==> config.mk <==
export PLATFORM = sky130hd
export DESIGN_NAME = uart_frame_packer
export DESIGN_NICKNAME = d
export VERILOG_FILES = /design/src/rtl/uart_frame_packer_pkg.sv /design/src/rtl/uart_frame_packer_sync.sv /design/src/rtl/uart_frame_packer.sv
export SDC_FILE = /design/constraint.sdc
export NUM_CORES = 1
export LEC_CHECK = 0
export CAP_MARGIN = 20
export CORE_ASPECT_RATIO = 2
export CORE_UTILIZATION = 50
export CTS_BUF_LIST = sky130_fd_sc_hd__clkbuf_8
export CTS_CLUSTER_DIAMETER = 200
export DETAILED_ROUTE_END_ITERATION = 8
export PLACE_DENSITY = 0.7
export SLEW_MARGIN = 15
export SYNTH_ARGS = -nofsm -noshare
export SYNTH_HDL_FRONTEND = slang
export SYNTH_HIERARCHICAL = 1
export SYNTH_SLANG_ARGS = --single-unit
==> constraint.sdc <==
create_clock -name clk_i -period 6.9 [get_ports clk_i]
set_input_delay 1.38 -clock clk_i [delete_from_list [all_inputs] [get_ports clk_i]]
set_output_delay 1.38 -clock clk_i [all_outputs]
set_load 0.02 [all_outputs]
==> src/rtl/uart_frame_packer_pkg.sv <==
// Shared types and helpers for the UART frame packer.
package uart_frame_packer_pkg;

  typedef enum logic [2:0] {
    ST_IDLE,
    ST_LOAD,
    ST_REQ,
    ST_SEND,
    ST_GAP
  } state_e;

  localparam logic [7:0] DEFAULT_HEADER = 8'hA5;

  // Clock cycles covering 11 bit times, so the last byte leaves the line before the next request
  function automatic int unsigned gap_cycles(input int unsigned clk_mhz, input int unsigned baud);
    return ((clk_mhz * 32'd1_000_000) / baud) * 32'd11;
  endfunction

endpackage

==> src/rtl/uart_frame_packer_sync.sv <==
// Synchronous FIFO with extra-bit pointers and a registered occupancy count.
module sync_fifo #(
  parameter int unsigned WIDTH = 16,
  parameter int unsigned DEPTH = 8
) (
  input  logic                     clk_i,
  input  logic                     rst_n_i,
  input  logic                     push,
  input  logic                     pop,
  input  logic [WIDTH-1:0]         wr_data,
  output logic [WIDTH-1:0]         rd_data_c,
  output logic                     full_c,
  output logic                     empty_c,
  output logic [$clog2(DEPTH):0]   level
);

  localparam int unsigned AW = $clog2(DEPTH);
  localparam int unsigned PW = AW + 1;

  logic [WIDTH-1:0] mem [DEPTH];
  logic [PW-1:0]    wr_ptr;
  logic [PW-1:0]    rd_ptr;
  logic             wr_en;
  logic             rd_en;

  // A push into a full FIFO is still accepted when the head leaves in the same cycle
  assign rd_en     = pop & ~empty_c;
  assign wr_en     = push & (~full_c | rd_en);
  assign empty_c   = (wr_ptr == rd_ptr);
  assign full_c    = (wr_ptr[AW] != rd_ptr[AW]) && (wr_ptr[AW-1:0] == rd_ptr[AW-1:0]);
  assign rd_data_c = mem[rd_ptr[AW-1:0]];

  // Storage array, no reset needed
  always_ff @(posedge clk_i) begin
    if (wr_en) begin
      mem[wr_ptr[AW-1:0]] <= wr_data;
    end
  end

  // Pointers and occupancy
  always_ff @(posedge clk_i or negedge rst_n_i) begin
    if (!rst_n_i) begin
      wr_ptr <= '0;
      rd_ptr <= '0;
      level  <= '0;
    end else begin
      if (wr_en) wr_ptr <= wr_ptr + PW'(1);
      if (rd_en) rd_ptr <= rd_ptr + PW'(1);
      case ({wr_en, rd_en})
        2'b10:   level <= level + PW'(1);
        2'b01:   level <= level - PW'(1);
        default: level <= level;
      endcase
    end
  end

endmodule

==> src/rtl/uart_frame_packer.sv <==
// Buffers words, wraps them in {header, seq, payload, csum} frames and hands them to the UART transmitter.
module uart_frame_packer
  import uart_frame_packer_pkg::*;
#(
  parameter int unsigned CLK_FREQ   = 50,
  parameter int unsigned BAUD_RATE  = 9600,
  parameter int unsigned WORD_W     = 16,
  parameter int unsigned FIFO_DEPTH = 8,
  parameter logic [7:0]  HEADER     = DEFAULT_HEADER
) (
  input  logic                          clk_i,
  input  logic                          rst_n_i,
  input  logic [WORD_W-1:0]             word_i,
  input  logic                          word_valid_i,
  input  logic                          tx_busy_i,
  input  logic                          clr_ovf_i,
  output logic                          send_en_o,
  output logic [8*(WORD_W/8+3)-1:0]     frame_o,
  output logic                          overflow_o,
  output logic [$clog2(FIFO_DEPTH):0]   fifo_level_o
);

  localparam int unsigned PAY_B      = WORD_W / 8;
  localparam int unsigned BYTE_NUM   = PAY_B + 3;
  localparam int unsigned FRAME_W    = 8 * BYTE_NUM;
  localparam int unsigned GAP_CYCLES = gap_cycles(CLK_FREQ, BAUD_RATE);
  localparam int unsigned GAP_W      = $clog2(GAP_CYCLES + 1);

  state_e            state;
  state_e            state_next;
  logic              pop_c;
  logic              drop_c;
  logic              gap_done_c;
  logic [7:0]        csum_c;
  logic [7:0]        seq;
  logic [GAP_W-1:0]  gap_cnt;
  logic [WORD_W-1:0] head_c;
  logic              full_c;
  logic              empty_c;

  sync_fifo #(
    .WIDTH (WORD_W),
    .DEPTH (FIFO_DEPTH)
  ) u_fifo (
    .clk_i     (clk_i),
    .rst_n_i   (rst_n_i),
    .push      (word_valid_i),
    .pop       (pop_c),
    .wr_data   (word_i),
    .rd_data_c (head_c),
    .full_c    (full_c),
    .empty_c   (empty_c),
    .level     (fifo_level_o)
  );

  assign drop_c     = word_valid_i & full_c & ~pop_c;
  assign gap_done_c = (gap_cnt == GAP_W'(GAP_CYCLES - 1));

  // Checksum over the sequence byte and the payload bytes of the FIFO head
  always_comb begin
    csum_c = seq;
    for (int unsigned i = 0; i < PAY_B; i++) begin
      csum_c = csum_c + head_c[8*i +: 8];
    end
  end

  // State register
  always_ff @(posedge clk_i or negedge rst_n_i) begin
    if (!rst_n_i) state <= ST_IDLE;
    else          state <= state_next;
  end

  // Next-state logic; the head is popped during the single LOAD cycle
  always_comb begin
    state_next = state;
    pop_c      = 1'b0;
    unique case (state)
      ST_IDLE: if (!empty_c && !tx_busy_i) state_next = ST_LOAD;
      ST_LOAD: begin
        pop_c      = 1'b1;
        state_next = ST_REQ;
      end
      ST_REQ:  if (tx_busy_i)  state_next = ST_SEND;
      ST_SEND: if (!tx_busy_i) state_next = ST_GAP;
      ST_GAP:  if (gap_done_c) state_next = ST_IDLE;
      default: state_next = ST_IDLE;
    endcase
  end

  // Frame register, sequence counter, send request, gap timer and sticky overflow
  always_ff @(posedge clk_i or negedge rst_n_i) begin
    if (!rst_n_i) begin
      send_en_o  <= 1'b0;
      frame_o    <= '0;
      overflow_o <= 1'b0;
      seq        <= '0;
      gap_cnt    <= '0;
    end else begin
      send_en_o <= (state_next == ST_REQ);
      if (state == ST_LOAD) begin
        frame_o <= FRAME_W'({HEADER, seq, head_c, csum_c});
        seq     <= seq + 8'd1;
      end
      gap_cnt <= (state == ST_GAP) ? gap_cnt + GAP_W'(1) : '0;
      if (drop_c)         overflow_o <= 1'b1;
      else if (clr_ovf_i) overflow_o <= 1'b0;
    end
  end

endmodule

[Word-level counts from Yosys, hierarchy flattened]
Memory sizes are Yosys's and may differ from the RTL's.
Index checks and enable logic that the tools add are counted.
W data, S select, Z words.
Storage, ports and cells
  flip-flop bits (word level): 74
  memory bits (writable): 128
  input bits: 21
  output and inout port bits: 46
  memories kept: 1
Operators by class
  add/subtract/negate cells: 8
  equal/unequal tests: 11
  multiplexer cells: 12
  bitwise gates (word level): 8
  reduce and logical (&&, ||, !) cells: 7
Memory list
  u_fifo.mem: depth 8, bits a word 16, rd ports 1, clocked after Yosys merged registers in 0, write ports 1, line uart_frame_packer_sync.sv:20  | logic [WIDTH-1:0] mem [DEPTH];
Operator list (number)
  $add A16 B1 Y16 const B: 1
  $add A8 B8 Y8: 2
  $eq A16 B16 Y1 const B: 1
  $mux W16: 1
  $pmux W3 S5: 1
  $add A4 B1 Y4 const B: 3
  $mux W3: 4
  $eq A3 B2 Y1 const B: 3
  $add A8 B1 Y8 const B: 1
  $pmux W4 S2: 1
  $mux W1: 5
  $and A1 B1 Y1: 4
  $eq A4 B4 Y1: 1
  $reduce_bool A2 Y1: 2
  $sub A4 B1 Y4 const B: 1
  $eq A3 B1 Y1 const B: 1
  $eq A3 B3 Y1: 1
  $eq A3 B3 Y1 const B: 1
  $logic_not A3 Y1: 1
  $not A1 Y1: 3
  $eq A2 B1 Y1 const B: 1
  $eq A2 B2 Y1 const B: 1
  $logic_and A1 B1 Y1: 2
  $logic_not A1 Y1: 2
  other kinds (2): 2

[Depth between registers and ports, before layout]
  word-level depth: 7
  mapped depth: 13

[By module]
Netlist, hierarchy kept.
By module, submodules not included
  sync_fifo: instances 1, cells an instance 273, area an instance 5637.9 sq um, sequential area each 4144.0 sq um
  uart_frame_packer: instances 1, cells an instance 306, area an instance 3011.6 sq um, sequential area each 1551.5 sq um

[Worst setup path before layout]
Ideal clock, no wire load.
  path type: flip-flop to flip-flop
  from: reg state[1]
  to: mem u_fifo.mem[4][0], enable pin
  library setup time: 430 ps
  arrival: 3157 ps
  required time: 6470 ps
  setup slack: 3313 ps
  stages on the path, launching flop included: 7
  path buffers: 2
  clock period less this slack: 3587 ps
  cells stage by stage: dfrtp_1 -> or3b_4 -> inv_1 -> buf_2 -> clkbuf_1 -> nor3_1 -> nor4_1
Between the ends
  word-level cells in the longest chain between the ends: 7
RTL lines
  start: declaration: line uart_frame_packer.sv:29  | state_e state;
  start signal: assignment: line uart_frame_packer.sv:70  | else state <= state_next;
  $eq A3 B1 Y1: line uart_frame_packer.sv:77  | unique case (state)
  $mux W1: line uart_frame_packer.sv:77
  named net pop_c: line uart_frame_packer.sv:31  | logic pop_c;
  $and A1 B1 Y1: line uart_frame_packer_sync.sv:27  | assign rd_en = pop & ~empty_c;
  $or A1 B1 Y1: line uart_frame_packer_sync.sv:28  | assign wr_en = push & (~full_c | rd_en);
  $and A1 B1 Y1: line uart_frame_packer_sync.sv:28
  $mux W1: line uart_frame_packer_sync.sv:35  | if (wr_en) begin
  $mux W1 (implied by the code): line uart_frame_packer_sync.sv:36  | mem[wr_ptr[AW-1:0]] <= wr_data;
  end: declaration: line uart_frame_packer_sync.sv:20
The timed path passes the listed nets, and every way through them passes these cells.

[Final worst setup path]
  from: reg u_fifo.rd_ptr[0]
  to: reg frame_o[7]
Between the ends
  word-level cells in the longest chain between the ends: 3
RTL lines
  start: declaration: line uart_frame_packer_sync.sv:22  | logic [PW-1:0] rd_ptr;
  start signal: assignment: line uart_frame_packer_sync.sv:48  | if (rd_en) rd_ptr <= rd_ptr + PW'(1);
  $mem_v2 Z8 W16
  named net head_c[1]: line uart_frame_packer.sv:37  | logic [WORD_W-1:0] head_c;
  $add A8 B8 Y8 (2 in series): line uart_frame_packer.sv:63  | csum_c = csum_c + head_c[8*i +: 8];
  end signal: assignment: line uart_frame_packer.sv:101  | frame_o <= FRAME_W'({HEADER, seq, head_c, csum_c});
  end: declaration: line uart_frame_packer.sv:18  | output logic [8*(WORD_W/8+3)-1:0] frame_o,
The timed path passes the listed nets, and every way through them passes these cells.
A chain may end at the register's enable or synchronous reset.

==> qor.txt <==
Status -> finished, final reports clean
CP required -> 7.36 ns
GP Congestion -> 0.8343
Worst-margin pin slew -> 1.160 ns
Slew Viols, Final -> 0
Antenna Nets Post-Route -> 0
Critical path class -> flip-flop to flip-flop
Final hold vios -> 0
Crit start category -> flip-flop
WL/cell -> 19.23 um
Clock power share -> 19.0%
Max_cap viols -> 0
Port bufs -> 62
Leak -> 3.784 nW
Mean post-synth cell area -> 14.94 um2
IO Count -> 67
Synth warnings -> 6
Clock tree root driver cell -> clkbuf_8
Synthesized area -> 8650 um2
Sw Ratio -> 36.68%
Row count -> 67
Commonest register cell after synthesis -> edfxtp_1
PD cells -> 454.2 nW/um2
Htree depth -> 1
Vias per cell -> 5.625
CP Capture Type -> flip-flop
Via count -> 4905
Post-CTS Hold Buffers -> 0
Synth cell types -> 53
DRT iter0 DRCs -> 169
Layout cell share with drive strength beyond 1 -> 16.39%
Worst min-delay path category -> flip-flop to flip-flop
Clk buf depth -> 3
Largest net degree at the start of global routing -> 75
GRT Resource Usage Total -> 20.04%
Unrepaired setup endpoints after global routing -> no
Setup tns final -> 0 ns
Initial antenna violation count -> 0
Detailed Place HPWL -> 11310 um
Clock Latency Late Sink -> 0.53 ns
Routed wire length -> 16770 um
Pint -> 2.861 mW
Initial Util -> 51.33%
CP arrival -> 4.24 ns
CTS buffer count -> 28
Sequential power share -> 38.8%
Register area share after synthesis -> 65.85%
Setup Skew -> 0.01656 ns
Syn-to-layout area delta -> 15.03%
Fmax -> 264.4 MHz
N_diodes -> 0
EDFF count, synth -> 128
Final Util -> 59.05%
Filler cell count -> 1288
Number of global-route vias before repair -> 5291
Core area -> 16850 um2
Mapped Cells -> 579
Max transition margin -> 22.42%
CTS sink count -> 202
Die outline area -> 17860 um2
Power share of the combinational group -> 42.3%
Net Switching -> 1.657 mW
First-pass GRT wire length -> 26950 um
# nets final -> 688
CTS tree -> done
Width of the die -> 95 um
Worst-path clk slew -> 0.07 ns
Tmin final -> 3.782 ns
Peak supply drop -> 0.1793 mV
Total grt overflow -> 0
Pre-antenna DRT Iters -> 5
Die H -> 188.0 um
Final setup violation count -> 0
Worst-path fanout max -> 36
Post-CTS resize count -> 0
DRC Markers -> 0
Async SR Flop Fraction -> 36.63%
R2R Setup Slk -> 3.12 ns
FF+latch count, synth -> 202
Crit share post-route -> 54.81%
Post-CTS Setup Inserts -> 0
[power groups by stage]
stage	registers, mW	logic [mW]	clock network, mW
final	1.75	1.91	0.857
after global routing	1.78	2.10	0.932
after CTS	1.75	1.94	0.882
after detailed placement	1.78	1.93	0
after global placement	1.76	1.87	0
after floorplan	1.79	1.32	0
[critical path: stages, from the launching register on]
cell      delay [ns]
dfrtp_2         0.34
buf_4           0.56
mux4_2          0.59
mux2_2          0.30
fa_1            0.46
ha_1            0.24
fa_1            0.43
a211oi_1        0.25
o21ai_0         0.17
a211o_1         0.29
nand3_1         0.07
[per-layer routing]
metal	wire length, um	part of all wire (%)	vias up	GRT usage, %
li1	-	-	2235	-
met5	0	0	-	0
met4	671	4.0	0	9.499
met3	719	4.3	43	3.163
met2	9339	56	145	36.58
met1	6038	36	2482	21.92
[cells in the final DEF (no fill, tap or decap), types with 6 or more instances in the layout]
cell type	netlist	routed
a21oi_1	8	8
xor2_1	13	13
fa_1	9	9
inv_1	15	24
nand4_1	10	10
o21ai_0	17	17
mux2_2	17	17
ha_1	13	13
nand3_1	14	14
clkinv_1	0	6
clkdlybuf4s50_1	0	61
mux4_2	32	32
dfrtp_1	74	72
nand2_1	93	93
edfxtp_1	128	128
nor2_1	26	22
clkbuf_8	0	30
xnor2_1	19	19
[kinds of logic (layout without fill, tap and decap cells)]
family,count (synthesis),after routing,synth area share [%]
DFF,202,202,65.85
other,1,4,0.04335
xor gates and xnor gates,34,34,3.616
muxes,51,51,10.81
buffers and inverters,49,132,3.052
and+or+nand+nor,177,177,9.432
AOI/OAI and AO/OA,43,43,3.240
adders and majority gates,22,22,3.964
[registers in the layout, indices dropped and copies added (netlist names), 3 cells and up]
signal,count
gap_cnt,16
u_fifo/rd_ptr,4
state,3
frame_o,33
seq,8
u_fifo/mem,128
u_fifo/wr_ptr,4
u_fifo/level,4
[cells in the mapped netlist, types with 2 or more instances]
master,instances,area [um2]
ha_1,13,162.7
nand2_1,93,349.1
nor4_1,3,18.77
and3_1,4,25.02
fa_1,9,180.2
nand3_1,14,70.07
buf_4,13,97.59
clkbuf_1,9,33.78
mux2_2,17,191.4
dfrtp_1,74,1852
nand2b_1,4,25.02
o21ai_1,2,10.01
xnor2_1,19,166.4
nor3_1,7,35.03
edfxtp_1,128,3844
buf_2,7,35.03
or3_1,3,18.77
xnor2_2,2,32.53
and4_1,3,26.28
nand4_1,10,62.56
a211oi_1,2,15.01
mux4_2,32,720.7
nor2_1,26,97.59
xor2_1,13,113.9
buf_6,3,33.78
buf_1,2,7.510
o21ai_0,17,85.08
o311ai_1,2,17.52
mux2_1,2,22.52
inv_1,15,56.30
a21oi_1,8,40.04
a21o_1,2,15.01
[final timing paths]
path / from / cells past startpoint / end
worst max-delay path: u_fifo/rd_ptr[0] / 10 / frame_o[7]
worst min-delay path: gap_cnt[0] / 1 / gap_cnt[0]
worst max register to register: u_fifo/rd_ptr[0] / 10 / frame_o[7]
worst min register to register: gap_cnt[0] / 1 / gap_cnt[0]
max in group asynchronous: rst_n_i / 1 / u_fifo/rd_ptr[1]
min in group asynchronous: rst_n_i / 1 / frame_o[32]
[final cells by class]
class	instances	area [um2]	share of cell area, %
sequential	202	5698	57.27
inverter	15	56.30	0.5659
timing repair buffer	67	663.1	6.665
multi-input combinational	331	2751	27.65
clock inverter	20	108.9	1.094
clock buffer	30	412.9	4.150
tap	207	259.0	2.603
[through the flow]
| stage | power [mW] | instance area, um2 | instances | worst slack, ns | hold WS [ns] |
|---|---|---|---|---|---|
| 3_3_place_gp | 3.627 | 9413 | 821 | 3.093 | 0.4378 |
| 6_report | 4.519 | 9950 | 872 | 3.118 | 0.4601 |
| 4_1_cts | 4.576 | 9950 | 872 | 3.055 | 0.4637 |
| 2_1_floorplan | 3.109 | 8661 | 582 | 3.313 | 0.4245 |
| 5_1_grt | 4.812 | 9950 | 872 | 2.876 | 0.4823 |
| 3_5_place_dp | 3.704 | 9428 | 822 | 2.982 | 0.4553 |
No activity file was read; power rests on OpenSTA's default activity.
==> RTL edit 1: new RTL, same settings <==
Change the parameter `CLK_FREQ` from 50 to 25.
--- a/src/rtl/uart_frame_packer.sv
+++ b/src/rtl/uart_frame_packer.sv
@@ -2,7 +2,7 @@
 module uart_frame_packer
   import uart_frame_packer_pkg::*;
 #(
-  parameter int unsigned CLK_FREQ   = 50,
+  parameter int unsigned CLK_FREQ   = 25,
   parameter int unsigned BAUD_RATE  = 9600,
   parameter int unsigned WORD_W     = 16,
   parameter int unsigned FIFO_DEPTH = 8,
Function: same outputs for any inputs over 10 cycles, from zero or initial values and one cycle with rst_n_i low; that may be too few to reach the edited logic, so the function may still have changed.
==> RTL edit 1 against the original RTL <==
- routed wire length decreased by 0.36%
- power decreased by 0.56%
- via count decreased by 1.5%
- design area decreased by 0.41%
- sequential cell count decreased by 1
- synthesized area decreased by 0.39%
- synthesized cell count decreased by 0.69%
- setup slack got worse by 39 ps
- critical path type unchanged
- critical endpoint is now u_fifo/level[3]$_DFFE_PN0P_
- largest cell class unchanged
==> RTL edit 1: results (changes against the original RTL) <==
yosys warns 6 (unchanged); Primary FF master, synth edfxtp_1; vias in the first global route 5185 (-2.0%); dpl hpwl 11.0 mm (-2.9%); Pre-antenna DRT Iters 6 (+1); first-pass GRT wire length 27.1 mm (+0.72%); ant diodes 0 (unchanged); max reg flops 128 (unchanged); CP max FO 45 (+25%); CTS Buffer Depth 3 (unchanged); register area share after synthesis 65.8% (about the same); Async S/R FF share, synth 36.3% (-0.32 points); number of enable flip-flop cells after synthesis 128 (unchanged); share of layout cells above drive strength 1 16.7% (+0.28 points); total global routing track utilization 20.2% (+0.18 points); Hold Crit Class reg2reg; skew final 17.1 ps (+0.557 ps); clock root cell clkbuf_8; Clock Latency Late Sink 530 ps (about the same); status completed; Tightest Pin Transition 1130 ps (-29.8 ps); CP max stage cell inv_2; met2 usage 36.6% (unchanged); Layout Nets 684 (-0.58%); Worst EP arrival 4240 ps (about the same); Reg2Reg Depth 11 (+1); Initial DRC Count 192 (+14%); Crit path max-delay family compound AO/OA/AOI/OAI gates; Pleak 3.73 nW (-1.6%); Cell variety after synth 56 (+5.7%); Num CTS Buffers 27 (-3.6%); GRT met1 Usage 22.9% (+1.0 points); initial antenna violation count 0 (unchanged); largest net degree at the start of global routing 74 (-1.3%); WHS Path Cells 1 (unchanged); met3 GRT Util 2.92% (-0.24 points); DRT Wirelength 16.7 mm (-0.36%); crit-path max cell delay 580 ps; H-tree level count 1 (unchanged); Synth top cells by count edfxtp_1 (128), nand2_1 (96), dfrtp_1 (73); fillers 1349 (+4.7%); Clock Pin Slew Worst Setup and Hold Paths 70 ps (about the same); CTS resizes 0 (unchanged); synth top area cells edfxtp_1 (45%), dfrtp_1 (21%), mux4_2 (8.4%); Via density 5.57 (-0.96%); GPL Wtd Cong 0.808 (-3.2%); postcts setup bufs 0 (unchanged); I/O Buffers 62 (unchanged); Worst VDD drop 0.204 mV (+14%)
==> RTL edit 1: power breakdown <==
part / leakage, nW / internal [mW] / switching, mW / total, mW
Clock: 0.293 / 0.424 / 0.422 / 0.847
Combinational: 1.33 / 0.881 / 1.04 / 1.92
Sequential: 2.10 / 1.55 / 0.181 / 1.73
==> RTL edit 1: layer usage <==
metal / part of all wire (%) / vias up
met5: 0 / -
met1: 37 / 2448
met2: 55 / 120
met3: 4.3 / 36
met4: 3.4 / 0
li1: - / 2226
==> RTL edit 1: logic make-up (layout without fill, tap and decap cells) <==
kind of cell	Yosys count	count (layout)	synth area share [%]
xor+xnor	33	33	3.53
fa+ha+maj	22	22	3.98
compound gates	42	42	3.14
simple gates	178	178	9.77
mux	51	51	10.8
flops	201	201	65.8
buf+inv	47	129	2.88
other cells	1	4	0.0435
==> RTL edit 1: path summary, 6_finish.rpt <==
path                                      start                            to  slack [ps]
setup / recovery             state[2]$_DFF_PN0_   u_fifo/level[3]$_DFFE_PN0P_        3080
hold / removal             gap_cnt[0]$_DFF_PN0_          gap_cnt[0]$_DFF_PN0_         450
setup reg to reg             state[2]$_DFF_PN0_   u_fifo/level[3]$_DFFE_PN0P_        3080
hold reg to reg            gap_cnt[0]$_DFF_PN0_          gap_cnt[0]$_DFF_PN0_         450
max in group asynchronous               rst_n_i  u_fifo/rd_ptr[0]$_DFFE_PN0P_        5280
min in group asynchronous               rst_n_i            seq[7]$_DFFE_PN0P_         970
==> RTL edit 1: area by class of cell <==
class / count / share of cell area (%)
sequential: 201 / 57.2
multi-input combinational: 330 / 27.8
timing repair buffer: 67 / 6.69
clock buffer: 29 / 4.03
tap: 207 / 2.61
clock inverter: 19 / 1.05
inverter: 14 / 0.530
==> RTL edit 1: metrics by stage <==
step	setup slack, ps	std cells	instance area (um^2)	hold WS (ps)	power, mW
3_5_place_dp	2930	819	9410	447	3.69
5_1_grt	2830	867	9910	481	4.81
6_report	3080	867	9910	453	4.49
2_1_floorplan	3210	578	8630	424	3.11
3_3_place_gp	3070	818	9390	440	3.63
4_1_cts	3070	867	9910	456	4.55
==> RTL edit 2: new RTL, same flow settings <==
Without the edit above. Add an input register stage for `word_i`, `word_valid_i`, `tx_busy_i` and `clr_ovf_i`; this delays them by one clock.
--- a/src/rtl/uart_frame_packer.sv
+++ b/src/rtl/uart_frame_packer.sv
@@ -26,6 +26,18 @@
   localparam int unsigned GAP_CYCLES = gap_cycles(CLK_FREQ, BAUD_RATE);
   localparam int unsigned GAP_W      = $clog2(GAP_CYCLES + 1);
 
+  logic [WORD_W-1:0] word_q;
+  logic word_valid_q;
+  logic tx_busy_q;
+  logic clr_ovf_q;
+
+  always_ff @(posedge clk_i) begin
+    word_q       <= word_i;
+    word_valid_q <= word_valid_i;
+    tx_busy_q    <= tx_busy_i;
+    clr_ovf_q    <= clr_ovf_i;
+  end
+
   state_e            state;
   state_e            state_next;
   logic              pop_c;
@@ -44,16 +56,16 @@
   ) u_fifo (
     .clk_i     (clk_i),
     .rst_n_i   (rst_n_i),
-    .push      (word_valid_i),
+    .push      (word_valid_q),
     .pop       (pop_c),
-    .wr_data   (word_i),
+    .wr_data   (word_q),
     .rd_data_c (head_c),
     .full_c    (full_c),
     .empty_c   (empty_c),
     .level     (fifo_level_o)
   );
 
-  assign drop_c     = word_valid_i & full_c & ~pop_c;
+  assign drop_c     = word_valid_q & full_c & ~pop_c;
   assign gap_done_c = (gap_cnt == GAP_W'(GAP_CYCLES - 1));
 
   // Checksum over the sequence byte and the payload bytes of the FIFO head
@@ -75,13 +87,13 @@
     state_next = state;
     pop_c      = 1'b0;
     unique case (state)
-      ST_IDLE: if (!empty_c && !tx_busy_i) state_next = ST_LOAD;
+      ST_IDLE: if (!empty_c && !tx_busy_q) state_next = ST_LOAD;
       ST_LOAD: begin
         pop_c      = 1'b1;
         state_next = ST_REQ;
       end
-      ST_REQ:  if (tx_busy_i)  state_next = ST_SEND;
-      ST_SEND: if (!tx_busy_i) state_next = ST_GAP;
+      ST_REQ:  if (tx_busy_q)  state_next = ST_SEND;
+      ST_SEND: if (!tx_busy_q) state_next = ST_GAP;
       ST_GAP:  if (gap_done_c) state_next = ST_IDLE;
       default: state_next = ST_IDLE;
     endcase
@@ -103,7 +115,7 @@
       end
       gap_cnt <= (state == ST_GAP) ? gap_cnt + GAP_W'(1) : '0;
       if (drop_c)         overflow_o <= 1'b1;
-      else if (clr_ovf_i) overflow_o <= 1'b0;
+      else if (clr_ovf_q) overflow_o <= 1'b0;
     end
   end
 
Behaviour: not the same (Yosys sat finds a counterexample within 4 cycles, from zero or initial values and one cycle with rst_n_i low).
==> RTL edit 2 against the original RTL <==
- sequential cell count is 19 higher
- highest routed layer unchanged
- setup slack worse by 200 ps
- critical endpoint unchanged
- design area is 4.8% higher
- routed wire length is 1.2% higher
- power is 4.5% higher
- synthesized area is 4.1% higher
- largest power group unchanged
- largest cell class unchanged
- first-iteration DRC count is 69% higher
- critical path type unchanged
- worst hold slack worse by 34 ps
==> RTL edit 2: results (changes against the original RTL) <==
Setup WS pre-CTS 2900 ps (-82.6 ps); synth top area cells edfxtp_1 (43%), dfrtp_1 (21%), mux4_2 (8.0%); metal3 WL 707 um (-1.7%); WL met1 6.24 mm (+3.4%); routed wl met2 9.45 mm (+1.2%); first-pass GRT wire length 27.4 mm (+1.7%); Async S/R FF share, synth 33.5% (-3.1 points); skew final 14.4 ps (-2.17 ps); Layout Nets 711 (+3.3%); Pleak 3.98 nW (+5.2%); dpl hpwl 11.5 mm (+1.8%); fillers 1357 (+5.4%); via count 4992 (+1.8%); vias in the first global route 5303 (+0.23%); total global routing track utilization 19.1% (-0.97 points); post-DR wirelength/cell 18.8 um (-2.3%); Worst EP arrival 4450 ps (+210 ps); register area share after synthesis 67.5% (+1.6 points); Rel. slew slack 31.6% (+9.2 points); Synth top cells by count edfxtp_1 (128), nand2_1 (96), dfrtp_1 (74); worst hold start clr_ovf_q$_DFF_P_; CP max FO 25 (-31%); Initial DRC Count 286 (+69%); Num CTS Buffers 29 (+3.6%); Hold Path Sink overflow_o$_DFFE_PN0P_; status completed; Worst VDD drop 0.239 mV (+33%); GPL Wtd Cong 0.789 (-5.5%); Cell Area, Placed 9820 um^2 (+4.2%); Cell Int Power 3.03 mW (+6.0%)
-- RTL edit 2: cell families (layout without fill, tap and decap cells) --
| logic type | count (synthesis) | count (layout) | synth area share (%) |
|---|---|---|---|
| flops | 221 | 221 | 67.5 |
| simple gates | 177 | 177 | 8.89 |
| mux | 51 | 51 | 10.4 |
| buf+inv | 49 | 138 | 2.83 |
| compound gates | 43 | 43 | 3.11 |
| xor+xnor | 34 | 34 | 3.47 |
| fa+ha+maj | 22 | 22 | 3.81 |
| other cells | 1 | 4 | 0.0416 |
-- RTL edit 2: per-stage QoR --
step           util (%)  std cells  total power [mW]  hold slack, ps
3_5_place_dp       55.5        848              3.82             412
5_1_grt            58.9        903              5.03             460
4_1_cts            58.8        901              4.78             438
3_3_place_gp       55.3        846              3.74             409
6_report           58.9        903              4.72             427
2_1_floorplan         -        601              3.22             395
-- RTL edit 2: final cells by class --
type,instances,area (um^2),share of cell area [%]
sequential,221,6080,58.3
multi-input combinational,331,2740,26.3
timing repair buffer,70,701,6.72
clock inverter,18,98.8,0.948
clock buffer,35,482,4.62
inverter,15,61.3,0.588
tap,213,267,2.56
-- RTL edit 2: power groups by stage --
stage / Combinational (mW) / Sequential, mW / Clock, mW
2_1_floorplan: 1.31 / 1.91 / 0
3_3_place_gp: 1.86 / 1.88 / 0
3_5_place_dp: 1.92 / 1.91 / 0
4_1_cts: 1.93 / 1.88 / 0.970
5_1_grt: 2.10 / 1.91 / 1.02
6_report: 1.90 / 1.87 / 0.943
-- RTL edit 2: per-layer routing --
layer  vias to the layer above  global-route usage (%)
li1                       2305                       -
met1                      2531                    20.5
met2                       122                    36.5
met3                        34                    2.95
met4                         0                    8.21
met5                         -                       0
